`src/rtl/div_ctrl_pkg.sv`:
```
`default_nettype none
// ============================================================================
// Module   : div_ctrl_pkg
// Purpose  : Shared op-bit indices, FSM encodings and op decode for div_ctrl.
// Revision : 1.0
// ============================================================================
package div_ctrl_pkg;

    localparam int DIV_OP_DIV_W  = 0;
    localparam int DIV_OP_DIV_WU = 1;
    localparam int DIV_OP_MOD_W  = 2;
    localparam int DIV_OP_MOD_WU = 3;

    localparam int DIV_LATENCY   = 33;

    localparam logic [1:0] S_IDLE = 2'd0;
    localparam logic [1:0] S_CALC = 2'd1;
    localparam logic [1:0] S_DONE = 2'd2;

    // Anything that is not a clean one-hot code degrades to mod.wu.
    function automatic logic [3:0] decode_op(input logic [3:0] op);
        case (op)
            4'b0001, 4'b0010, 4'b0100: return op;
            default:                   return 4'b1000;
        endcase
    endfunction

endpackage
`default_nettype wire

```
`src/rtl/div_step.sv`:
```
`default_nettype none
// ============================================================================
// Module   : div_step
// Purpose  : One combinational restoring radix-2 division iteration.
// Revision : 1.0
// ============================================================================
module div_step #(
    parameter int DATA_W = 32
) (
    input  logic [DATA_W-1:0] rem_in,
    input  logic              dividend_bit,
    input  logic [DATA_W-1:0] divisor,
    output logic [DATA_W-1:0] rem_out,
    output logic              q_bit
);

    logic [DATA_W:0] w_shifted;
    logic [DATA_W:0] w_diff;

    // rem_in < divisor, so the shifted value fits in DATA_W+1 bits and the
    // top bit of the difference is a true sign bit.
    assign w_shifted = {rem_in, dividend_bit};
    assign w_diff    = w_shifted - {1'b0, divisor};
    assign q_bit     = ~w_diff[DATA_W];
    assign rem_out   = q_bit ? w_diff[DATA_W-1:0] : w_shifted[DATA_W-1:0];

endmodule
`default_nettype wire

```
`src/rtl/div_ctrl.sv`:
```
`default_nettype none
// ============================================================================
// Module   : div_ctrl
// Purpose  : Multi-cycle signed/unsigned divide/modulo controller for EX.
// Revision : 1.0
// ============================================================================
module div_ctrl
    import div_ctrl_pkg::*;
#(
    parameter int DATA_W = 32,
    parameter int CNT_W  = 6
) (
    input  logic              clk,
    input  logic              resetn,
    input  logic              in_valid,
    output logic              in_ready,
    input  logic [3:0]        div_op,
    input  logic [DATA_W-1:0] src1,
    input  logic [DATA_W-1:0] src2,
    input  logic              flush,
    output logic              out_valid,
    input  logic              out_ready,
    output logic [DATA_W-1:0] result,
    output logic              busy
);

    logic [1:0]        r_state;
    logic [1:0]        w_state_next;
    logic [CNT_W-1:0]  r_cnt;
    logic              r_quot_sel;
    logic              r_q_sign;
    logic              r_r_sign;
    logic [DATA_W-1:0] r_dq;
    logic [DATA_W-1:0] r_divisor;
    logic [DATA_W-1:0] r_rem;
    logic [DATA_W-1:0] r_result;

    logic [3:0]        w_op_dec;
    logic              w_signed;
    logic [DATA_W-1:0] w_abs1;
    logic [DATA_W-1:0] w_abs2;
    logic              w_accept;
    logic              w_last;
    logic              w_q_bit;
    logic [DATA_W-1:0] w_rem_next;
    logic [DATA_W-1:0] w_q_next;
    logic [DATA_W-1:0] w_q_fix;
    logic [DATA_W-1:0] w_r_fix;

    assign w_op_dec = decode_op(div_op);
    assign w_signed = w_op_dec[DIV_OP_DIV_W] | w_op_dec[DIV_OP_MOD_W];
    assign w_abs1   = (w_signed && src1[DATA_W-1]) ? -src1 : src1;
    assign w_abs2   = (w_signed && src2[DATA_W-1]) ? -src2 : src2;
    assign w_accept = in_valid & in_ready & ~flush;
    assign w_last   = (r_cnt == '0);

    div_step #(
        .DATA_W (DATA_W)
    ) u_div_step (
        .rem_in       (r_rem),
        .dividend_bit (r_dq[DATA_W-1]),
        .divisor      (r_divisor),
        .rem_out      (w_rem_next),
        .q_bit        (w_q_bit)
    );

    // r_dq starts as |dividend| and fills with quotient bits from the LSB.
    assign w_q_next = {r_dq[DATA_W-2:0], w_q_bit};
    assign w_q_fix  = r_q_sign ? -w_q_next : w_q_next;
    assign w_r_fix  = r_r_sign ? -w_rem_next : w_rem_next;

    always_ff @(posedge clk or negedge resetn) begin
        if (!resetn) begin
            r_state <= S_IDLE;
        end else begin
            r_state <= w_state_next;
        end
    end

    always_comb begin
        w_state_next = r_state;
        if (flush) begin
            w_state_next = S_IDLE;
        end else begin
            case (r_state)
                S_IDLE:  if (in_valid) w_state_next = S_CALC;
                S_CALC:  if (w_last) w_state_next = S_DONE;
                S_DONE:  if (out_ready) w_state_next = S_IDLE;
                default: w_state_next = S_IDLE;
            endcase
        end
    end

    always_comb begin
        in_ready  = (r_state == S_IDLE);
        busy      = (r_state != S_IDLE);
        out_valid = (r_state == S_DONE);
    end

    always_ff @(posedge clk or negedge resetn) begin
        if (!resetn) begin
            r_cnt      <= '0;
            r_quot_sel <= 1'b0;
            r_q_sign   <= 1'b0;
            r_r_sign   <= 1'b0;
            r_dq       <= '0;
            r_divisor  <= '0;
            r_rem      <= '0;
            r_result   <= '0;
        end else if (w_accept) begin
            r_cnt      <= CNT_W'(DATA_W - 1);
            r_quot_sel <= w_op_dec[DIV_OP_DIV_W] | w_op_dec[DIV_OP_DIV_WU];
            r_q_sign   <= w_signed & (src1[DATA_W-1] ^ src2[DATA_W-1]);
            r_r_sign   <= w_signed & src1[DATA_W-1];
            r_dq       <= w_abs1;
            r_divisor  <= w_abs2;
            r_rem      <= '0;
        end else if (r_state == S_CALC && !flush) begin
            r_dq  <= w_q_next;
            r_rem <= w_rem_next;
            r_cnt <= w_last ? r_cnt : r_cnt - 1'b1;
            // The final step registers the sign-corrected result straight into DONE.
            if (w_last) begin
                r_result <= r_quot_sel ? w_q_fix : w_r_fix;
            end
        end
    end

    assign result = r_result;

endmodule
`default_nettype wire

```
`config.mk`:
```
export PLATFORM = sky130hd
export DESIGN_NAME = div_ctrl
export DESIGN_NICKNAME = d
export VERILOG_FILES = /design/src/rtl/div_ctrl_pkg.sv /design/src/rtl/div_step.sv /design/src/rtl/div_ctrl.sv
export SDC_FILE = /design/constraint.sdc
export NUM_CORES = 1
export LEC_CHECK = 0
export CAP_MARGIN = 0
export CORE_AREA = 4 4 105 207
export CTS_CLUSTER_DIAMETER = 40
export DETAILED_ROUTE_END_ITERATION = 8
export DIE_AREA = 0 0 109 211
export GPL_ROUTABILITY_DRIVEN = 0
export PLACE_DENSITY = 0.76
export SLEW_MARGIN = 20
export SYNTH_ARGS = -nofsm -noshare
export SYNTH_HDL_FRONTEND = slang
export SYNTH_SLANG_ARGS = --single-unit
```
`constraint.sdc`:
```
create_clock -name clk -period 10.3 [get_ports clk]
set_clock_uncertainty 0.2 [all_clocks]
set_input_delay 2.06 -clock clk [delete_from_list [all_inputs] [get_ports clk]]
set_output_delay 2.06 -clock clk [all_outputs]
set_load 0.01 [all_outputs]
```
==> impl_results.md, run 1 <==
- CTS root buffer: clkbuf_16
- Vias in the first global route: 10330
- CTS Sinks: 139
- Nets: 1558
- Worst path buffer plus inverter count: 3
- Post-DP HPWL: 24920 um
- Max-slew headroom: 30.00%
- Avg Cell Area, Syn: 7.888 um^2
- Initial DRC Count: 597
- Buffers on Ports: 107
- Worst path cell trace: inv_1 > ha_1 > fa_1 > nand2b_1 > a21o_1 > a21bo_2 > a211oi_2 > a31oi_1 > xnor2_2 > buf_4 > inv_2 > a21oi_1 > ha_1 > nand2_1 > a2111oi_0 > nor2b_1 > nand4_1 > nor3_1 > o21ai_1 > nor2_1 > nand4_1 > and4_1 > o41ai_1
- Post-CTS setup buffers: 0
- Antenna diode count: 0
- RSZ-0062 raised after global routing: no
- Critical path class: flip-flop to flip-flop
- Die Area: 23000 um^2
- CTS Hold Bufs: 0
- Netlist cell types: 68
- Overflow left after global routing: 0
- Longest Clk Path Bufs: 2
- Seq/Total Area, Yosys: 31.93%
- Cells after Synth: 1381
- Cell area after layout: 12690 um^2
- Hold crit path type: flip-flop to flip-flop
- Slew @ Worst Pin: 1050 ps
- Number of vias per cell: 6.014
- CP max stage delay: 510 ps
- Top-Level Pins: 108
- 1st-pass router iterations: 6
- Setup TNS: 0 ps
- YS warnings: 0
- Peak VDD IR: 138.0 uV
- CTS tree: built
- Initial antenna violation count: 0
- Asr flop ratio synth: 100.0%
- Die height: 211 um
- Worst Path Max Fanout: 47
- Number of flops mapped to enable cells by yosys: 0
- Setup violators final: 0
- Period Utilization, post-route: 60.64%
- Seq cells post-synth: 139
- Row count: 74
- DRC viols: 0
- GRT Total Usage: 28.84%
- Worst-skew pair later-pin latency: 450 ps
- WL/cell: 18.44 um
- CTS clk-pin slew, worst paths: 60 ps
- Via count: 10380
- CP top delay family: compound AO/OA/AOI/OAI gates
- Fin crit period: 6245 ps
- Largest net degree at the start of global routing: 75
- Die W: 109 um
- Max-Cap Viols: 0
- Post-Route WL: 31820 um
- Worst EP required: 10430 ps
- Arr. time, crit path: 6370 ps
- CP Launch Type: flip-flop
- Final Slew Violations: 0
- Initial Utilization: 53.72%
- Lkg Pwr: 0.005223 uW
- Ys flop type: dfrtp_1
- Area Overhead vs Synth: 16.54%
- Commonest non-fill, non-tap cell in the layout: o21ai_0
- Max Fclk: 0.1601 GHz
- Commonest non-fill, non-tap cells in the layout: o21ai_0 (194), nand2_1 (192), dfrtp_1 (139), clkdlybuf4s50_1 (106)
- Number of routed nets with antenna violations: 0
- Synth Cell Area: 10890 um^2
- Layout cells sized above 1: 4.795%
- CP Capture Type: flip-flop
- CTS Buf Count: 17
- Post-CTS Resized: 0
- CP max-delay cell: a2111oi_0
- Area after DPL: 12120 um^2
- Fillers: 1793
- Global-route wire length before repair: 51400 um
- Core area: 20280 um^2
- Syn Nets: 1492
- H-tree levels: 4
- Status: completed
- PD cells: 273.0 nW/um^2
- Hold violation total from the final report: 0
## cell type report
type | count | area (um^2) | share of cell area, %
clock buffer | 18 | 429.2 | 3.381
timing repair buffer | 118 | 1155 | 9.097
tap | 266 | 332.8 | 2.622
inverter | 57 | 214.0 | 1.685
multi-input combinational | 1114 | 6939 | 54.66
sequential | 139 | 3478 | 27.40
clock inverter | 14 | 146.4 | 1.153
## power by group
group	internal, uW	switching (uW)	leakage [uW]	total, uW
Sequential	657	133	0.00181	790
Clock	356	251	0.000276	607
Combinational	771	1300	0.00313	2070
Total	1780	1680	0.00522	3470
## tightest hold or removal path: stages, from the launching register on
cell,delay [ps]
dfrtp_1,340
nand2_1,50
nand2_1,50
## metal layers
layer	part of all wire, %	up-vias	track usage (%)
met5	0	-	0
met4	8.3	0	21.53
met3	3.3	100	4.344
met2	52	295	50.83
met1	36	4876	30.07
li1	-	5110	-
## through the flow
step	instances	util (%)	power (uW)	hold WS, ps	setup WS [ps]
6_report	1726	62.61	3465	272.1	4055
4_1_cts	1726	62.59	3444	277.7	4104
5_1_grt	1726	62.61	3730	294.7	3383
3_5_place_dp	1694	59.76	2818	263.2	4151
3_3_place_gp	1694	59.76	2793	253.1	4389
2_1_floorplan	1381	-	2298	249.8	4791
## path summary, 6_finish.rpt
path / startpoint / endpoint / depth (start not counted) / slack (ps)
max: r_dq[31]$_DFFE_PN0P_ / result[30]$_DFFE_PN0P_ / 23 / 4050
min: result[9]$_DFFE_PN0P_ / result[9]$_DFFE_PN0P_ / 2 / 270
max reg2reg: r_dq[31]$_DFFE_PN0P_ / result[30]$_DFFE_PN0P_ / 23 / 4050
min reg2reg: result[9]$_DFFE_PN0P_ / result[9]$_DFFE_PN0P_ / 2 / 270
max in group asynchronous: resetn / result[9]$_DFFE_PN0P_ / 2 / 7110
min in group asynchronous: resetn / r_cnt[5]$_DFFE_PN0P_ / 1 / 1380
## logic make-up (layout without fill, tap and decap cells)
kind of cell | count (synthesis) | after routing | synth area share, %
multiplexers | 25 | 25 | 2.343
XOR/XNOR | 140 | 140 | 11.26
flip-flops | 139 | 139 | 31.93
AO/OA/AOI/OAI | 452 | 452 | 25.52
adder cells (fa/ha/maj) | 38 | 38 | 4.434
AND/OR/NAND/NOR | 459 | 459 | 19.99
buffers and inverters | 128 | 207 | 4.525
## flip-flops by register name, summed over array words and instances, names as in the netlist
name	flops
r_divisor	32
result	32
r_cnt	6
r_rem	32
r_q_sign	1
r_state	2
r_r_sign	1
r_dq	32
r_quot_sel	1
## synthesized netlist by cell type (3+ instances only)
cell type	instances	area (um^2)
o2111ai_1	3	26.28
o311ai_0	3	26.28
and3_1	15	93.84
clkbuf_1	59	221.5
o21ai_0	194	970.9
mux2i_1	21	210.2
xor2_1	75	656.9
a41oi_1	3	26.28
nor4b_1	3	26.28
o41ai_1	15	131.4
nor2_1	85	319.1
xnor2_1	65	569.3
nor3_1	28	140.1
inv_1	56	210.2
a21oi_1	84	420.4
or3_1	18	112.6
a22oi_1	33	247.7
a211oi_1	14	105.1
ha_1	37	462.9
a31oi_1	15	93.84
a22o_1	3	26.28
nand2_1	193	724.4
dfrtp_1	139	3478
a21boi_0	3	22.52
nor3b_1	4	30.03
nand4_1	15	93.84
or2_2	7	43.79
nand3_1	16	80.08
nor2b_1	8	50.05
a31o_2	3	26.28
buf_2	7	35.03
and4_1	5	43.79
o211ai_1	9	67.56
or4_1	12	90.09
mux2_2	4	45.04
o21a_1	7	52.55
buf_1	4	15.01
o31ai_1	24	180.2
and2_1	16	100.1
a21o_1	18	135.1
nand2b_1	10	62.56
nor4_1	15	93.84
(Power assumes the default switching activity.)
==> inputs of run 2 (changes only) <==
- clock period: 10.3 -> 6.35 ns (I/O delays scaled with it)
==> run 2 against run 1 <==
Total power increased by 63%. First-iteration DRC count decreased by 4.7%. Clock-buffer cell count increased by 1. Sequential power increased by 63%. Core utilization about the same. Routed wire length increased by 2.7%. Register-to-register slack got worse by 3300 ps. Via count increased by 1.9%. Sequential share of layout area about the same. Global-route usage increased by 0.14 points. Design area about the same. Critical endpoint unchanged. Highest routed layer unchanged.
==> impl_results.md, run 2 (same netlist as run 1, synthesis figures left out) <==
- Longest Clk Path Bufs: 2 (unchanged)
- Overflow left after global routing: 0 (unchanged)
- CP Capture Type: flip-flop
- Sw frac: 49.21% (+0.69 points)
- Layout cells sized above 1: 4.860% (+0.065 points)
- CTS clk-pin slew, worst paths: 60 ps (about the same)
- Status: completed
- Period Utilization, post-route: 87.90% (+27 points)
- Global-route wire length before repair: 51540 um (+0.27%)
- CTS Hold Bufs: 0 (unchanged)
- CTS tree: built
- Via count: 10580 (+1.9%)
- Flop pwr share: 22.7% (about the same)
- WL/cell: 18.93 um (+2.7%)
- Max Fclk: 0.1792 GHz (+12%)
- Clock Power Share: 17.1% (-0.4 points)
- Lkg Pwr: 0.005214 uW (-0.17%)
- Overall Power: 5662 uW (+63%)
- Post-CTS setup buffers: 0 (unchanged)
- Worst-skew pair later-pin latency: 440 ps (about the same)
- PD cells: 445.9 nW/um^2 (+63%)
- Placed cell count: 1695 (+0.059%)
- P_int: 2876 uW (+61%)
- Post-Route WL: 32690 um (+2.7%)
- Number of routed nets with antenna violations: 0 (unchanged)
- Critical path class: flip-flop to flip-flop
- Row count: 74 (unchanged)
- Vias in the first global route: 10290 (-0.42%)
- Max-Cap Viols: 0 (unchanged)
- CTS Sinks: 139 (unchanged)
- Worst R2R End: result[30]$_DFFE_PN0P_
- Largest net degree at the start of global routing: 102 (+36%)
- Worst Hold Depth: 2 (unchanged)
- Commonest non-fill, non-tap cells in the layout: o21ai_0 (194), nand2_1 (193), dfrtp_1 (139), clkdlybuf4s50_1 (106)
- Die height: 211 um (unchanged)
- Slew @ Worst Pin: 1059 ps (+8.986 ps)
- Top-Level Pins: 108 (unchanged)
- Nets: 1559 (+0.064%)
- Worst hold start: result[4]$_DFFE_PN0P_
- GRT Total Usage: 28.98% (+0.14 points)
- Max-slew headroom: 29.23% (-0.77 points)
- Antenna diode count: 0 (unchanged)
- Die W: 109 um (unchanged)
- Post-CTS Resized: 0 (unchanged)
- Final Non-Filler Cells: 1727 (+0.058%)
- H-tree levels: 4 (unchanged)
- Hold crit path type: flip-flop to flip-flop
- Hold violation total from the final report: 0 (unchanged)
- DRC viols: 0 (unchanged)
- Die Area: 23000 um^2 (unchanged)
- Peak VDD IR: 341.0 uV (+150%)
- Buffers on Ports: 107 (unchanged)
- Comb pwr share: 60.2% (+0.5 points)
- Worst path cell trace: inv_1 > ha_1 > fa_1 > nand2b_1 > a21o_1 > a21bo_2 > a211oi_2 > a31oi_1 > xnor2_2 > inv_2 > nor2_1 > a21oi_1 > ha_1 > nand2_1 > a2111oi_0 > nor2b_1 > nand4_1 > nor3_1 > o21ai_1 > nor2_1 > nand4_1 > and4_1 > o41ai_1
- R2r setup slk: 770 ps (-3290 ps)
- Core area: 20280 um^2 (unchanged)
- Initial DRC Count: 569 (-4.7%)
- Number of vias per cell: 6.124 (+1.8%)
- Setup TNS: 0 ps (unchanged)
- Area Overhead vs Synth: 16.56% (about the same)
- Initial antenna violation count: 0 (unchanged)
- CP Launch Type: flip-flop
- R2R cell count: 23 (unchanged)
- Post-DP HPWL: 25230 um (+1.2%)
- Worst Path Max Fanout: 8 (-83%)
- Commonest non-fill, non-tap cell in the layout: o21ai_0
- Hold Path Sink: result[4]$_DFFE_PN0P_
- CP max-delay cell: a2111oi_0
- Initial Utilization: 53.72% (unchanged)
- CP max stage delay: 420 ps (-90 ps)
- 1st-pass router iterations: 5 (-1)
- Setup violators final: 0 (unchanged)
- Final Slew Violations: 0 (unchanged)
- Fin crit period: 5581 ps (-664.1 ps)
- Arr. time, crit path: 5700 ps (-670 ps)
- Launch point of the worst reg-to-reg path: r_dq[31]$_DFFE_PN0P_
- NetSw: 2786 uW (+66%)
- Worst EP required: 6470 ps (-3960 ps)
- CTS Buf Count: 17 (unchanged)
- RSZ-0062 raised after global routing: no
- CTS root buffer: clkbuf_16
run 2: cell count changes in the layout (fill, tap and decap cells not counted), sizes merged:
cell / before / now
clkinvlp: 3 / 6
clkinv: 7 / 5
buf: 12 / 13
bufinv: 2 / 1
clkbuf: 18 / 19
inv: 59 / 58
run 2: stage by stage:
step / worst slack [ps] / area [um^2] / hold slack, ps / util (%)
3_3_place_gp: 1018 / 12120 / 257.1 / 59.79
6_report: 768.6 / 12700 / 273.1 / 62.62
3_5_place_dp: 805.9 / 12120 / 259.2 / 59.79
2_1_floorplan: 840.7 / 10890 / 249.8 / -
4_1_cts: 817.2 / 12700 / 276.3 / 62.62
5_1_grt: 270.5 / 12700 / 301.9 / 62.62
run 2: layout make-up:
class,count,area (um^2)
Timing Repair Buffer,119,1162
Multi-Input combinational cell,1114,6937
Sequential cell,139,3478
Fill cell,1747,7580
Clock buffer,19,452.9
Clock inverter,13,120.1
Tap cell,266,332.8
Inverter,57,214.0
run 2: power by group through the flow:
stage          registers, uW  logic [uW]  clock network, uW
3_5_place_dp            1290        3300                  0
4_1_cts                 1280        3350                978
2_1_floorplan           1220        2500                  0
3_3_place_gp            1280        3270                  0
6_report                1290        3410                970
5_1_grt                 1310        3730               1020
run 2: how the worst max path moves through the flow:
stage / from / end / depth (start not counted)
after CTS: r_dq[31]$_DFFE_PN0P_ / result[30]$_DFFE_PN0P_ / 23
final: r_dq[31]$_DFFE_PN0P_ / result[30]$_DFFE_PN0P_ / 23
after global placement: r_dq[31]$_DFFE_PN0P_ / result[28]$_DFFE_PN0P_ / 23
after floorplan: r_dq[31]$_DFFE_PN0P_ / result[30]$_DFFE_PN0P_ / 26
after global routing: r_dq[31]$_DFFE_PN0P_ / result[28]$_DFFE_PN0P_ / 23
after detailed placement: r_dq[31]$_DFFE_PN0P_ / result[30]$_DFFE_PN0P_ / 23
run 2: worst max-delay path, delay by kind of cell (launching register included):
kind	cells	cell delay [ps]
AOI/OAI and AO/OA	8	2110
xor gates and xnor gates	1	180
adders and majority gates	3	900
buffers and inverters	2	230
DFF	1	360
and+or+nand+nor	9	1470
run 2: metal layers:
| metal | up-vias | GRT usage, % | part of all wire (%) |
|---|---|---|---|
| li1 | 5109 | - | - |
| met1 | 5000 | 30.29 | 35 |
| met2 | 347 | 50.76 | 52 |
| met3 | 120 | 3.701 | 3.9 |
| met4 | 0 | 23.06 | 8.6 |
| met5 | - | 0 | 0 |
==> inputs of run 3 (changes only) <==
- GPL_ROUTABILITY_DRIVEN: 0 -> unset
- SETUP_SLACK_MARGIN: unset -> 0.15
==> run 3 against run 2 <==
Clock-buffer cell count increased by 2. Core utilization decreased by 0.15 points. First-iteration DRC count decreased by 2.8%. Routed wire length increased by 3.1%. Total power decreased by 0.39%. Sequential power about the same.
==> impl_results.md, run 3 (same netlist as run 1, synthesis figures left out) <==
- Status: completed
- Antenna diode count: 0 (unchanged)
- Peak VDD IR: 252.5 uV (-26%)
- Number of vias per cell: 6.039 (-1.4%)
- CTS root buffer: clkbuf_16
- Max-slew headroom: 29.16% (-0.068 points)
- Worst hold start: result[4]$_DFFE_PN0P_
- WL/cell: 19.52 um (+3.1%)
- H-tree levels: 4 (unchanged)
- Top-Level Pins: 108 (unchanged)
- Post-Route WL: 33690 um (+3.1%)
- Slew @ Worst Pin: 1063 ps (+3.589 ps)
- Final Slew Violations: 0 (unchanged)
- Post-CTS Resized: 0 (unchanged)
- Worst EP required: 6470 ps (about the same)
- Vias in the first global route: 10470 (+1.8%)
- CTS tree: built
- Area of the multi-input gates: 6939 um^2 (about the same)
- Critical path class: flip-flop to flip-flop
- Hold violation total from the final report: 0 (unchanged)
- Final worst slack: 836.7 ps (+68.06 ps)
- Hold Path Sink: result[4]$_DFFE_PN0P_
- GRT Total Usage: 30.44% (+1.5 points)
- Fin crit period: 5513 ps (-68.06 ps)
- CP max stage delay: 410 ps (about the same)
- 1st-pass router iterations: 6 (+1)
- Worst Hold Depth: 2 (unchanged)
- Sequential Area: 3478 um^2 (unchanged)
- Layout cells sized above 1: 4.658% (-0.20 points)
- Post-CTS setup buffers: 0 (unchanged)
- Number of routed nets with antenna violations: 0 (unchanged)
- Buffers on Ports: 107 (unchanged)
- Launch point of the worst reg-to-reg path: r_dq[31]$_DFFE_PN0P_
- Worst-skew pair later-pin latency: 440 ps (about the same)
- Hold crit path type: flip-flop to flip-flop
- Largest net degree at the start of global routing: 98 (-3.9%)
- Post-DP HPWL: 25990 um (+3.0%)
- CP top delay family: compound AO/OA/AOI/OAI gates
- Initial DRC Count: 553 (-2.8%)
- RSZ-0062 raised after global routing: no
- Commonest non-fill, non-tap cells in the layout: o21ai_0 (194), nand2_1 (192), dfrtp_1 (139), clkdlybuf4s50_1 (106)
- Initial Utilization: 53.72% (unchanged)
- Setup TNS: 0 ps (unchanged)
- R2R cell count: 23 (unchanged)
- Area Overhead vs Synth: 16.29%
- Period Utilization, post-route: 86.82% (-1.1 points)
- Via count: 10420 (-1.4%)
- CP Capture Type: flip-flop
- Initial antenna violation count: 0 (unchanged)
- Lkg Pwr: 0.005206 uW (-0.16%)
- Nets: 1558 (-0.064%)
- Max-Cap Viols: 0 (unchanged)
- Die W: 109 um (unchanged)
- Longest Clk Path Bufs: 2 (unchanged)
- DRC viols: 0 (unchanged)
- CP Launch Type: flip-flop
- CTS Sinks: 139 (unchanged)
- Overflow left after global routing: 0 (unchanged)
- Global-route wire length before repair: 53760 um (+4.3%)
- Fillers: 1816 (+3.9%)
- Commonest non-fill, non-tap cell in the layout: o21ai_0
- PD cells: 445.2 nW/um^2 (-0.15%)
- CTS clk-pin slew, worst paths: 60 ps (about the same)
- R2r setup slk: 840 ps (+70 ps)
- Worst Setup SP: r_dq[31]$_DFFE_PN0P_
- Max Fclk: 0.1814 GHz (+1.2%)
- Die Area: 23000 um^2 (unchanged)
- Die height: 211 um (unchanged)
- Worst Path Max Fanout: 8 (unchanged)
- Row count: 74 (unchanged)
- Worst path buffer plus inverter count: 2 (unchanged)
- CTS Hold Bufs: 0 (unchanged)
- Core area: 20280 um^2 (unchanged)
- Place WS: 900.3 ps (+94.41 ps)
- Routability cong.: 0.9598
- CP max-delay cell: fa_1
- CTS Buf Count: 17 (unchanged)
- Worst R2R End: result[30]$_DFFE_PN0P_
- Arr. time, crit path: 5640 ps (-60 ps)
- Setup violators final: 0 (unchanged)
- Worst path cell trace: inv_1 > ha_1 > fa_1 > nand2b_1 > a21o_1 > a21bo_2 > a211oi_2 > a31oi_1 > xnor2_2 > inv_2 > nor2_1 > a21oi_1 > ha_1 > nand2_1 > a2111oi_0 > nor2b_1 > nand4_1 > nor3_1 > o21ai_1 > nor2_1 > nand4_1 > and4_1 > o41ai_1
run 3: worst register-to-register path, delay by kind of cell, from the launching register on:
kind | cells | cell delay (ps)
AO/OA/AOI/OAI | 8 | 2100
XOR/XNOR | 1 | 190
adder cells (fa/ha/maj) | 3 | 880
buffers and inverters | 2 | 210
flip-flops | 1 | 370
AND/OR/NAND/NOR | 9 | 1460
run 3: power breakdown:
group	switching (uW)	leakage [uW]	total, uW	internal, uW
Combinational	2150	0.00313	3410	1250
Clock	397	0.000259	943	546
Sequential	225	0.00181	1290	1070
Total	2780	0.00521	5640	2860
run 3: how the worst max path moves through the flow:
| stage | cells after the start | slack (ps) | endpoint |
|---|---|---|---|
| after floorplan | 26 | 840 | result[30]$_DFFE_PN0P_ |
| after global placement | 24 | 1080 | result[28]$_DFFE_PN0P_ |
| after detailed placement | 23 | 900 | result[30]$_DFFE_PN0P_ |
| after global routing | 21 | 150 | result[30]$_DFFE_PN0P_ |
| after CTS | 23 | 880 | result[30]$_DFFE_PN0P_ |
| final | 23 | 840 | result[30]$_DFFE_PN0P_ |
run 3: cell type report:
cell class	instances	share of cell area, %
Tap cell	266	2.627
Clock inverter	11	0.7704
Multi-Input combinational cell	1114	54.78
Clock buffer	21	3.556
Inverter	57	1.689
Timing Repair Buffer	118	9.117
Sequential cell	139	27.46
run 3: stage by stage:
stage | total power, uW | area, um^2 | std cells | util (%) | hold slack (ps)
after floorplan | 3728 | 10890 | 1381 | - | 249.8
after global placement | 4591 | 12120 | 1694 | 59.76 | 253.4
after detailed placement | 4629 | 12120 | 1694 | 59.76 | 255.0
after CTS | 5603 | 12660 | 1726 | 62.46 | 268.1
after global routing | 6083 | 12670 | 1726 | 62.47 | 294.0
final | 5640 | 12670 | 1726 | 62.47 | 269.8
run 3: metal layers:
layer / vias to the layer above / track usage, % / share of wire [%]
li1: 5105 / - / -
met1: 4906 / 31.72 / 36
met2: 299 / 54.16 / 53
met3: 113 / 3.579 / 3.2
met4: 0 / 23.10 / 8.5
met5: - / 0 / 0
